File: config.mk
export PLATFORM = sky130hd
export DESIGN_NAME = uart_tx_fifo_flat
export DESIGN_NICKNAME = d
export VERILOG_FILES = /design/src/rtl/uart_tx_fifo_if.sv /design/src/rtl/uart_tx_fifo.sv /design/src/flat_wrapper.sv
export SDC_FILE = /design/constraint.sdc
export NUM_CORES = 1
export LEC_CHECK = 0
export ABC_CLOCK_PERIOD_IN_PS = 2600
export CAP_MARGIN = 5
export CORE_MARGIN = 2
export CORE_UTILIZATION = 30
export CTS_CLUSTER_SIZE = 40
export DETAILED_ROUTE_END_ITERATION = 8
export GPL_TIMING_DRIVEN = 0
export HOLD_SLACK_MARGIN = 0.15
export PLACE_DENSITY = 0.43
export SYNTH_ARGS = -nofsm -noshare
export SYNTH_HDL_FRONTEND = slang
export SYNTH_SLANG_ARGS = --single-unit
File: constraint.sdc
create_clock -name clk -period 2.6 [get_ports clk]
set_input_delay 0.52 -clock clk [delete_from_list [all_inputs] [get_ports clk]]
set_output_delay 0.52 -clock clk [all_outputs]
set_load 0.1 [all_outputs]
File: src/rtl/uart_tx_fifo_if.sv
// Handshake bundle between the system writer, the TX FIFO and the UART transmitter.
// The master side is whoever drives push and the transmitter status lines.
interface uart_tx_fifo_if #(
   parameter int DATA_WIDTH = 8,
   parameter int ADDR_WIDTH = 4
);
   logic                  push;
   logic [DATA_WIDTH-1:0] push_data;
   logic                  full;
   logic                  empty;
   logic [ADDR_WIDTH:0]   count;
   logic                  overflow;
   logic [DATA_WIDTH-1:0] tx_data;
   logic                  tx_start;
   logic                  tx_busy;
   logic                  tx_done;

   modport master (
      output push, push_data, tx_busy, tx_done,
      input  full, empty, count, overflow, tx_data, tx_start
   );

   modport slave (
      input  push, push_data, tx_busy, tx_done,
      output full, empty, count, overflow, tx_data, tx_start
   );
endinterface

File: src/rtl/uart_tx_fifo.sv
// Circular byte FIFO feeding a UART transmitter one frame at a time.
// A new byte is launched only once the previous frame has reported tx_done.
module uart_tx_fifo #(
   parameter int DATA_WIDTH = 8,
   parameter int DEPTH      = 16,
   parameter int ADDR_WIDTH = 4
) (
   input  logic          clk,
   input  logic          rst,
   uart_tx_fifo_if.slave bus
);

   typedef enum logic [1:0] {
      IDLE,
      LAUNCH,
      WAIT
   } state_t;

   localparam logic [ADDR_WIDTH:0] FULL_COUNT = (ADDR_WIDTH+1)'(DEPTH);

   state_t                state;
   state_t                next_state;
   logic [DATA_WIDTH-1:0] mem [DEPTH];
   logic [ADDR_WIDTH-1:0] wr_ptr;
   logic [ADDR_WIDTH-1:0] rd_ptr;
   logic [ADDR_WIDTH:0]   count_q;
   logic [ADDR_WIDTH:0]   count_next;
   logic                  pop;
   logic                  push_ok;

   always_ff @(posedge clk or posedge rst) begin
      if (rst) begin
         state <= IDLE;
      end else begin
         state <= next_state;
      end
   end

   // The pop decision looks only at registered count, so a push into an
   // empty FIFO can never be launched in the same cycle.
   always_comb begin
      next_state = state;
      pop        = 1'b0;
      case (state)
         IDLE: begin
            if (count_q != '0 && !bus.tx_busy) begin
               next_state = LAUNCH;
               pop        = 1'b1;
            end
         end
         LAUNCH: next_state = WAIT;
         WAIT: begin
            if (bus.tx_done) begin
               next_state = IDLE;
            end
         end
         default: next_state = IDLE;
      endcase
   end

   // A pop frees a slot in the same cycle, so a full FIFO still accepts a push then.
   always_comb begin
      push_ok    = bus.push && (count_q != FULL_COUNT || pop);
      count_next = count_q;
      if (push_ok && !pop) begin
         count_next = count_q + 1'b1;
      end else if (pop && !push_ok) begin
         count_next = count_q - 1'b1;
      end
   end

   always_ff @(posedge clk or posedge rst) begin
      if (rst) begin
         wr_ptr       <= '0;
         rd_ptr       <= '0;
         count_q      <= '0;
         bus.tx_data  <= '0;
         bus.tx_start <= 1'b0;
         bus.overflow <= 1'b0;
         bus.empty    <= 1'b1;
         bus.full     <= 1'b0;
      end else begin
         if (push_ok) begin
            wr_ptr <= wr_ptr + 1'b1;
         end
         if (pop) begin
            rd_ptr      <= rd_ptr + 1'b1;
            bus.tx_data <= mem[rd_ptr];
         end
         count_q      <= count_next;
         bus.tx_start <= pop;
         bus.overflow <= bus.push && !push_ok;
         bus.empty    <= (count_next == '0);
         bus.full     <= (count_next == FULL_COUNT);
      end
   end

   // Storage has no reset; a simultaneous push+pop on a full FIFO reads the old word.
   always_ff @(posedge clk) begin
      if (push_ok) begin
         mem[wr_ptr] <= bus.push_data;
      end
   end

   assign bus.count = count_q;

endmodule

File: src/flat_wrapper.sv
// flat-port wrapper written by rule: the top's interface ports become plain ports
module uart_tx_fifo_flat 
#(
   parameter int DATA_WIDTH = 8,
   parameter int DEPTH      = 16,
   parameter int ADDR_WIDTH = 4
)
  (clk, rst, bus_push, bus_push_data, bus_tx_busy, bus_tx_done, bus_full, bus_empty, bus_count, bus_overflow, bus_tx_data, bus_tx_start);
  uart_tx_fifo_if #(.DATA_WIDTH(DATA_WIDTH), .ADDR_WIDTH(ADDR_WIDTH)) bus_i ();
  input  logic clk;
  input  logic rst;
  input wire logic [$bits(bus_i.push)-1:0] bus_push;
  input wire logic [$bits(bus_i.push_data)-1:0] bus_push_data;
  input wire logic [$bits(bus_i.tx_busy)-1:0] bus_tx_busy;
  input wire logic [$bits(bus_i.tx_done)-1:0] bus_tx_done;
  output wire logic [$bits(bus_i.full)-1:0] bus_full;
  output wire logic [$bits(bus_i.empty)-1:0] bus_empty;
  output wire logic [$bits(bus_i.count)-1:0] bus_count;
  output wire logic [$bits(bus_i.overflow)-1:0] bus_overflow;
  output wire logic [$bits(bus_i.tx_data)-1:0] bus_tx_data;
  output wire logic [$bits(bus_i.tx_start)-1:0] bus_tx_start;
  assign bus_i.push = bus_push;
  assign bus_i.push_data = bus_push_data;
  assign bus_i.tx_busy = bus_tx_busy;
  assign bus_i.tx_done = bus_tx_done;
  assign bus_full = bus_i.full;
  assign bus_empty = bus_i.empty;
  assign bus_count = bus_i.count;
  assign bus_overflow = bus_i.overflow;
  assign bus_tx_data = bus_i.tx_data;
  assign bus_tx_start = bus_i.tx_start;
  uart_tx_fifo #(.DATA_WIDTH(DATA_WIDTH), .DEPTH(DEPTH), .ADDR_WIDTH(ADDR_WIDTH)) u_core (.clk(clk), .rst(rst), .bus(bus_i));
endmodule
==> results of run 1 <==
synthesized netlist by cell type, drive strengths merged, types with 2 or more instances:
master / number
clkbuf: 12
a31oi: 2
nand3: 2
nor2: 18
o221ai: 9
mux2i: 18
nor3: 13
mux4: 32
xnor2: 7
ha: 8
nand2b: 4
nand4: 2
o21ai: 2
buf: 6
dfrtp: 26
inv: 10
nand2: 25
edfxtp: 128
or3: 2
through the flow:
step | TNS, ps | util | hold slack (ps) | power (W)
after global placement | -118850 | 0.340 | 504 | 0.00672
after global routing | -543 | 0.381 | 551 | 0.00948
after detailed placement | -113860 | 0.340 | 484 | 0.00674
after floorplan | -1940 | - | 480 | 0.00580
after CTS | 0 | 0.374 | 515 | 0.00910
final | 0 | 0.381 | 511 | 0.00901
cell families after synthesis:
kind of cell | share of synthesized area
xor+xnor | 0.0112
compound gates | 0.0337
mux | 0.144
fa+ha+maj | 0.0160
flops | 0.721
buf+inv | 0.0188
simple gates | 0.0561
power groups by stage:
stage	Combinational, W	Clock [W]	Sequential (W)
global placement	0.00334	0	0.00338
CTS	0.00353	0.00223	0.00334
floorplan	0.00167	0	0.00413
finish	0.00351	0.00216	0.00334
global route	0.00376	0.00235	0.00338
detailed placement	0.00336	0	0.00338
registers in the layout (all words and copies together), names as in the netlist:
name / count
u_core.mem: 128
u_core.bus.count: 5
u_core.bus.empty: 1
u_core.rd_ptr: 4
u_core.bus.tx_start: 1
u_core.bus.overflow: 1
u_core.wr_ptr: 4
u_core.state: 2
u_core.bus.tx_data: 8
u_core.bus.full: 1
metal layers:
metal	vias up	wire length [µm]	share of wire
li1	1497	-	-
met1	1672	6180	0.45
met2	65	6830	0.50
met3	12	488	0.036
met4	0	154	0.011
met5	-	0	0
what timing repair did:
action | CTS | global route
pin swaps | 4 | 8
setup endpoints to repair | 129 | 131
setup buffers | 7 | 7
gates resized for setup | 31 | 4
path summary, 6_finish.rpt:
path                                        from                     to  slack [ps]  depth (start not counted)
max                          u_core.bus.count[1]           bus_count[1]          60                          1
min                        u_core.bus.tx_data[7]  u_core.bus.tx_data[7]         510                          2
max reg2reg                  u_core.bus.count[0]       u_core.mem[2][4]          80                          8
min reg2reg                u_core.bus.tx_data[7]  u_core.bus.tx_data[7]         510                          2
max in group asynchronous                    rst    u_core.bus.count[0]        1100                          2
min in group asynchronous                    rst        u_core.bus.full         690                          2
final cells by class:
class,instances,share of cell area
Timing Repair Buffer,43,0.0612
Clock buffer,19,0.0559
Clock inverter,11,0.00969
Inverter,10,0.00484
Tap cell,270,0.0436
Buffer,17,0.00985
Sequential cell,155,0.585
Multi-Input combinational cell,162,0.231
==> flow_summary.rst, run 1 <==
.. list-table::
   :header-rows: 1

   * - Metric
     - Value
   * - GRT Resource Usage Total
     - 0.135
   * - Fraction of final layout cells sized beyond drive strength 1
     - 0.259
   * - Top-level port count
     - 30
   * - Number of filler cells placed in the layout
     - 1870
   * - Post-Synthesis Cell Area
     - 0.00627 mm²
   * - Family of cells with the greatest summed delay on the critical path
     - buffers and inverters
   * - Peak per-stage delay on the critical path
     - 1140 ps
   * - Root buffer cell
     - sky130_fd_sc_hd__clkbuf_16
   * - Number of distinct standard cells referenced by the synthesized netlist
     - 44
   * - Total detailed-routing wirelength
     - 13700 µm
   * - Clock tree from TritonCTS
     - built
   * - Share of synthesized area occupied by flip-flops and latches
     - 0.721
   * - Synth top area share
     - 0.613
   * - Insertion delay of the later-clocked pin in the worst-skew pair
     - 420 ps
   * - Final critical-path share of the clock period
     - 0.976
   * - Run status
     - complete, no violations
   * - Count of input and output buffers
     - 29
   * - Highest Clock Rate
     - 394 MHz
   * - Number of buffers inserted during clock tree synthesis
     - 17
   * - Placed insts
     - 644
   * - Syn. warnings
     - 0
   * - Per-cell routed wire length
     - 19.9 µm
   * - Ys async rst share
     - 0.174
   * - Die footprint
     - 0.0221 mm²
   * - Final Critical Period
     - 2540 ps
   * - Hold violation count in the final report
     - 0
   * - Height of the die
     - 149 µm
   * - Mean instance size in the synthesized netlist
     - 18.2 µm²
   * - Final weighted congestion of routability-driven global placement
     - 0.763
   * - Power per cell area
     - 1160 mW/mm²
   * - Floorplan row count
     - 52
   * - Placed standard-cell area
     - 0.00693 mm²
   * - Cell with the biggest individual delay on the critical path
     - sky130_fd_sc_hd__clkdlybuf4s50_1
   * - Power share of the sequential group
     - 0.371
   * - Worst-path fanout max
     - 7
   * - Crit Path Class
     - register to output port
   * - Congestion Overflow GR
     - 0
   * - Antenna fix cells
     - 0
   * - Nature of the critical path startpoint
     - register
   * - Met2 GRT Util
     - 0.222
   * - Number of max-slew violations in the final report
     - 0
   * - Drt drc
     - 0
   * - Effective utilization at floorplan
     - 0.308
   * - Total area of sequential cells
     - 0.00453 mm²
   * - Average vias per placed instance
     - 4.72
   * - Logic pwr share
     - 0.389
   * - Pin count of the biggest net entering global routing
     - 28
   * - Global-route wire length before repair
     - 20900 µm
   * - Tightest Hold Check Type
     - register to register
   * - HPWL reported at the end of detailed placement
     - 8870 µm
   * - Least-Margin Pin Slew
     - 1130 ps
   * - Initial antenna violation count
     - 0
   * - Hold-fix buffers, CTS
     - 0
   * - Post-synthesis sequential element count
     - 155
   * - Fraction of power spent switching nets
     - 0.386
   * - Floorplan die width
     - 149 µm
   * - Skew final
     - 10.1 ps
   * - Clk sink count
     - 155
   * - Total via count after detailed routing
     - 3246
   * - Buffering stage count on the worst path with inverters included
     - 1
   * - Largest vdd supply drop
     - 1.18 mV
   * - Leading post-synthesis cells by cell area
     - sky130_fd_sc_hd__edfxtp_1 (61%), sky130_fd_sc_hd__mux4_2 (11%), sky130_fd_sc_hd__dfrtp_1 (10%), sky130_fd_sc_hd__mux2i_1 (2.9%), sky130_fd_sc_hd__ha_1 (1.6%)
   * - ANT nets after route
     - 0
   * - Max Root-Sink Buffers
     - 2
   * - Drt pass-1 iters
     - 5
   * - Number of flops mapped to enable cells by yosys
     - 128
   * - Number of levels the H-tree was split into
     - 4
   * - Number of nets in the layout
     - 427
   * - Most instantiated flip-flop cell in the synthesis netlist
     - sky130_fd_sc_hd__edfxtp_1
   * - Cell breakdown of the critical path
     - clkdlybuf4s50_1
   * - Area growth from synthesis to layout
     - 23.6%
   * - Gate count of the mapped netlist
     - 345
   * - Synth area leader
     - sky130_fd_sc_hd__edfxtp_1
   * - Data arrival time of the critical path
     - 2020 ps
   * - Net count after synthesis
     - 366
   * - Portion of total power attributed to the clock network
     - 0.240
   * - Commonest cells after routing, fill and taps aside
     - sky130_fd_sc_hd__edfxtp_1 (128), sky130_fd_sc_hd__mux4_2 (32), sky130_fd_sc_hd__clkdlybuf4s50_1 (26)
   * - Iteration-0 DRC count of the detailed router
     - 205
   * - Final Cell Area
     - 0.00775 mm²
   * - Element type at the critical path end
     - output port
   * - Core Footprint
     - 0.0204 mm²
   * - Leakage power summed over all cells
     - 2.61 nW
   * - Int Pwr
     - 0.00553 W
   * - Endpoint required time on the critical path
     - 2080 ps
   * - Worst-case headroom to the max-slew limit
     - 0.247
   * - Number of maximum-capacitance constraint violations
     - 0
   * - Setup repair after global routing missed its margin
     - true
   * - Vias in the first global route
     - 3452
   * - Routing usage on met3
     - 0.0371
   * - Commonest non-fill, non-tap cell in the layout
     - sky130_fd_sc_hd__edfxtp_1
   * - Worst setup slack before clock tree synthesis
     - -1030 ps
   * - Clk pin slew, worst setup/hold paths
     - 60 ps
   * - Final-report setup violation count
     - 0
   * - Area taken by multi-input logic gates
     - 0.00179 mm²
   * - Gr busiest metal
     - met2
   * - Slack of the critical path
     - 62.6 ps
   * - Final std cells w/o fill
     - 687
   * - Switching Power
     - 0.00348 W
   * - Met1 Resource Use GR
     - 0.171
(Power assumes the default switching activity.)
==> inputs of run 2 (changes only) <==
- CAP_MARGIN: 5 -> default
==> results of run 2 <==
Same layout as run 1: the final DEF is identical, and so are final timing and power.
==> inputs of run 3 (changes only) <==
- CTS_BUF_LIST: default -> sky130_fd_sc_hd__clkbuf_16
==> run 3 against run 2 <==
Effect of this change: cell area unchanged; die area unchanged; maximum frequency about the same; combinational power about the same; routed wire length about the same; global-route usage unchanged; via count up 0.12%; core utilization unchanged; clock-buffer cell count down 2; critical path type unchanged; largest power group unchanged.
==> flow_summary.rst, run 3 (synthesis results as in run 1) <==
.. list-table::
   :header-rows: 1

   * - Metric
     - Value
   * - Final weighted congestion of routability-driven global placement
     - 0.763
   * - Largest vdd supply drop
     - 1.18 mV
   * - Number of nets in the layout
     - 427
   * - Number of buffers inserted during clock tree synthesis
     - 17
   * - Floorplan die width
     - 149 µm
   * - Final Critical Period
     - 2540 ps
   * - Power per cell area
     - 1160 mW/mm²
   * - Worst-path fanout max
     - 7
   * - Tightest Hold Check Type
     - register to register
   * - Commonest non-fill, non-tap cell in the layout
     - sky130_fd_sc_hd__edfxtp_1
   * - Peak per-stage delay on the critical path
     - 1140 ps
   * - Number of levels the H-tree was split into
     - 4
   * - Max reg flops
     - 128
   * - Clk sink count
     - 155
   * - Run status
     - complete, no violations
   * - Insertion delay of the later-clocked pin in the worst-skew pair
     - 420 ps
   * - Effective utilization at floorplan
     - 0.308
   * - Pin count of the biggest net entering global routing
     - 28
   * - Average vias per placed instance
     - 4.73
   * - Drt drc
     - 0
   * - Register with the highest flop count
     - u_core.mem
   * - Max Root-Sink Buffers
     - 2
   * - Hold violation count in the final report
     - 0
   * - Family of cells with the greatest summed delay on the critical path
     - buffers and inverters
   * - Total detailed-routing wirelength
     - 13700 µm
   * - Leakage power summed over all cells
     - 2.62 nW
   * - Cell breakdown of the critical path
     - clkdlybuf4s50_1
   * - Hold Crit Depth
     - 2
   * - Die footprint
     - 0.0221 mm²
   * - Number of cell instances on the worst register-to-register path
     - 8
   * - Cell with the biggest individual delay on the critical path
     - sky130_fd_sc_hd__clkdlybuf4s50_1
   * - ANT nets after route
     - 0
   * - Data arrival time of the critical path
     - 2020 ps
   * - Clock tree from TritonCTS
     - built
   * - Floorplan row count
     - 52
   * - Highest Clock Rate
     - 394 MHz
   * - Height of the die
     - 149 µm
   * - Nature of the critical path startpoint
     - register
   * - Path length in cells of the critical path
     - 1
   * - Antenna fix cells
     - 0
   * - Vias in the first global route
     - 3452
   * - Core Footprint
     - 0.0204 mm²
   * - Congestion Overflow GR
     - 0
   * - HPWL reported at the end of detailed placement
     - 8870 µm
   * - Fraction of final layout cells sized beyond drive strength 1
     - 0.259
   * - Final std cells w/o fill
     - 687
   * - Buffering stage count on the worst path with inverters included
     - 1
   * - Iteration-0 DRC count of the detailed router
     - 208
   * - Setup repair after global routing missed its margin
     - true
   * - Number of maximum-capacitance constraint violations
     - 0
   * - Root buffer cell
     - sky130_fd_sc_hd__clkbuf_16
   * - Endpoint required time on the critical path
     - 2080 ps
   * - Total via count after detailed routing
     - 3250
   * - Number of max-slew violations in the final report
     - 0
   * - Count of input and output buffers
     - 29
   * - Post-Route Hold Slack
     - 511 ps
   * - Commonest cells after routing, fill and taps aside
     - sky130_fd_sc_hd__edfxtp_1 (128), sky130_fd_sc_hd__mux4_2 (32), sky130_fd_sc_hd__clkdlybuf4s50_1 (26)
   * - Area growth from synthesis to layout
     - 23.6%
   * - Final-report setup violation count
     - 0
   * - Least-Margin Pin Slew
     - 1130 ps
   * - Drt pass-1 iters
     - 5
   * - Global-route wire length before repair
     - 20900 µm
   * - Top-level port count
     - 30
   * - Crit Path Class
     - register to output port
   * - Per-cell routed wire length
     - 19.9 µm
   * - Final critical-path share of the clock period
     - 0.976
   * - Skew final
     - 10.1 ps
   * - Initial antenna violation count
     - 0
   * - GRT Resource Usage Total
     - 0.135
   * - Placed insts
     - 644
   * - Worst-case headroom to the max-slew limit
     - 0.247
   * - Clk pin slew, worst setup/hold paths
     - 60 ps
   * - Element type at the critical path end
     - output port
==> run 3: cell count changes in the layout (fill, tap and decap cells not counted), sizes merged <==
cell	previous run	this run
clkbuf	30	28
inv	12	14
==> run 3: power breakdown <==
| group | internal [W] | switching (W) | total, W |
|---|---|---|---|
| registers | 0.00311 | 0.000230 | 0.00334 |
| clock network | 0.00120 | 0.000958 | 0.00216 |
| logic | 0.00122 | 0.00229 | 0.00351 |
| total | 0.00552 | 0.00348 | 0.00900 |
==> run 3: per-layer routing <==
metal | wire length, µm | GRT usage
met5 | 0 | 0
met4 | 154 | 0.0486
met3 | 484 | 0.0371
met2 | 6830 | 0.222
met1 | 6190 | 0.171
==> run 3: path summary, 6_finish.rpt <==
check,slack (ps),from,endpoint
min in group asynchronous,690,rst,u_core.bus.full
min reg2reg,510,u_core.bus.tx_data[7],u_core.bus.tx_data[7]
min,510,u_core.bus.tx_data[7],u_core.bus.tx_data[7]
max in group asynchronous,1100,rst,u_core.bus.count[0]
max,60,u_core.bus.count[1],bus_count[1]
max reg2reg,80,u_core.bus.count[0],u_core.mem[2][4]
==> run 3: layout make-up <==
| cell class | instances | area (µm²) |
|---|---|---|
| buffer | 17 | 76.3 |
| clock buffer | 17 | 425 |
| clock inverter | 13 | 82.6 |
| fill | 1870 | 12600 |
| inverter | 10 | 37.5 |
| multi-input combinational | 162 | 1790 |
| sequential | 155 | 4530 |
| tap | 270 | 338 |
| timing repair buffer | 43 | 474 |
==> run 3: through the flow <==
stage	worst slack (ps)	setup TNS (ps)	cell area, µm²	utilization	power (W)
final	62.7	0	7750	0.381	0.00900
after global routing	-52.6	-541	7750	0.381	0.00948
after CTS	1.96	0	7630	0.374	0.00909
after detailed placement	-1030	-113860	6930	0.340	0.00674
after global placement	-1370	-118850	6920	0.340	0.00672
after floorplan	-121	-1940	6290	-	0.00580
==> run 3: repair_timing <==
action | 4_1_cts | 5_1_grt
endpoints found under the setup margin | 129 | 131
hold buffers | 0 | 0
setup buffers | 7 | 7
pin swaps | 4 | 8
gates resized for setup | 31 | 4
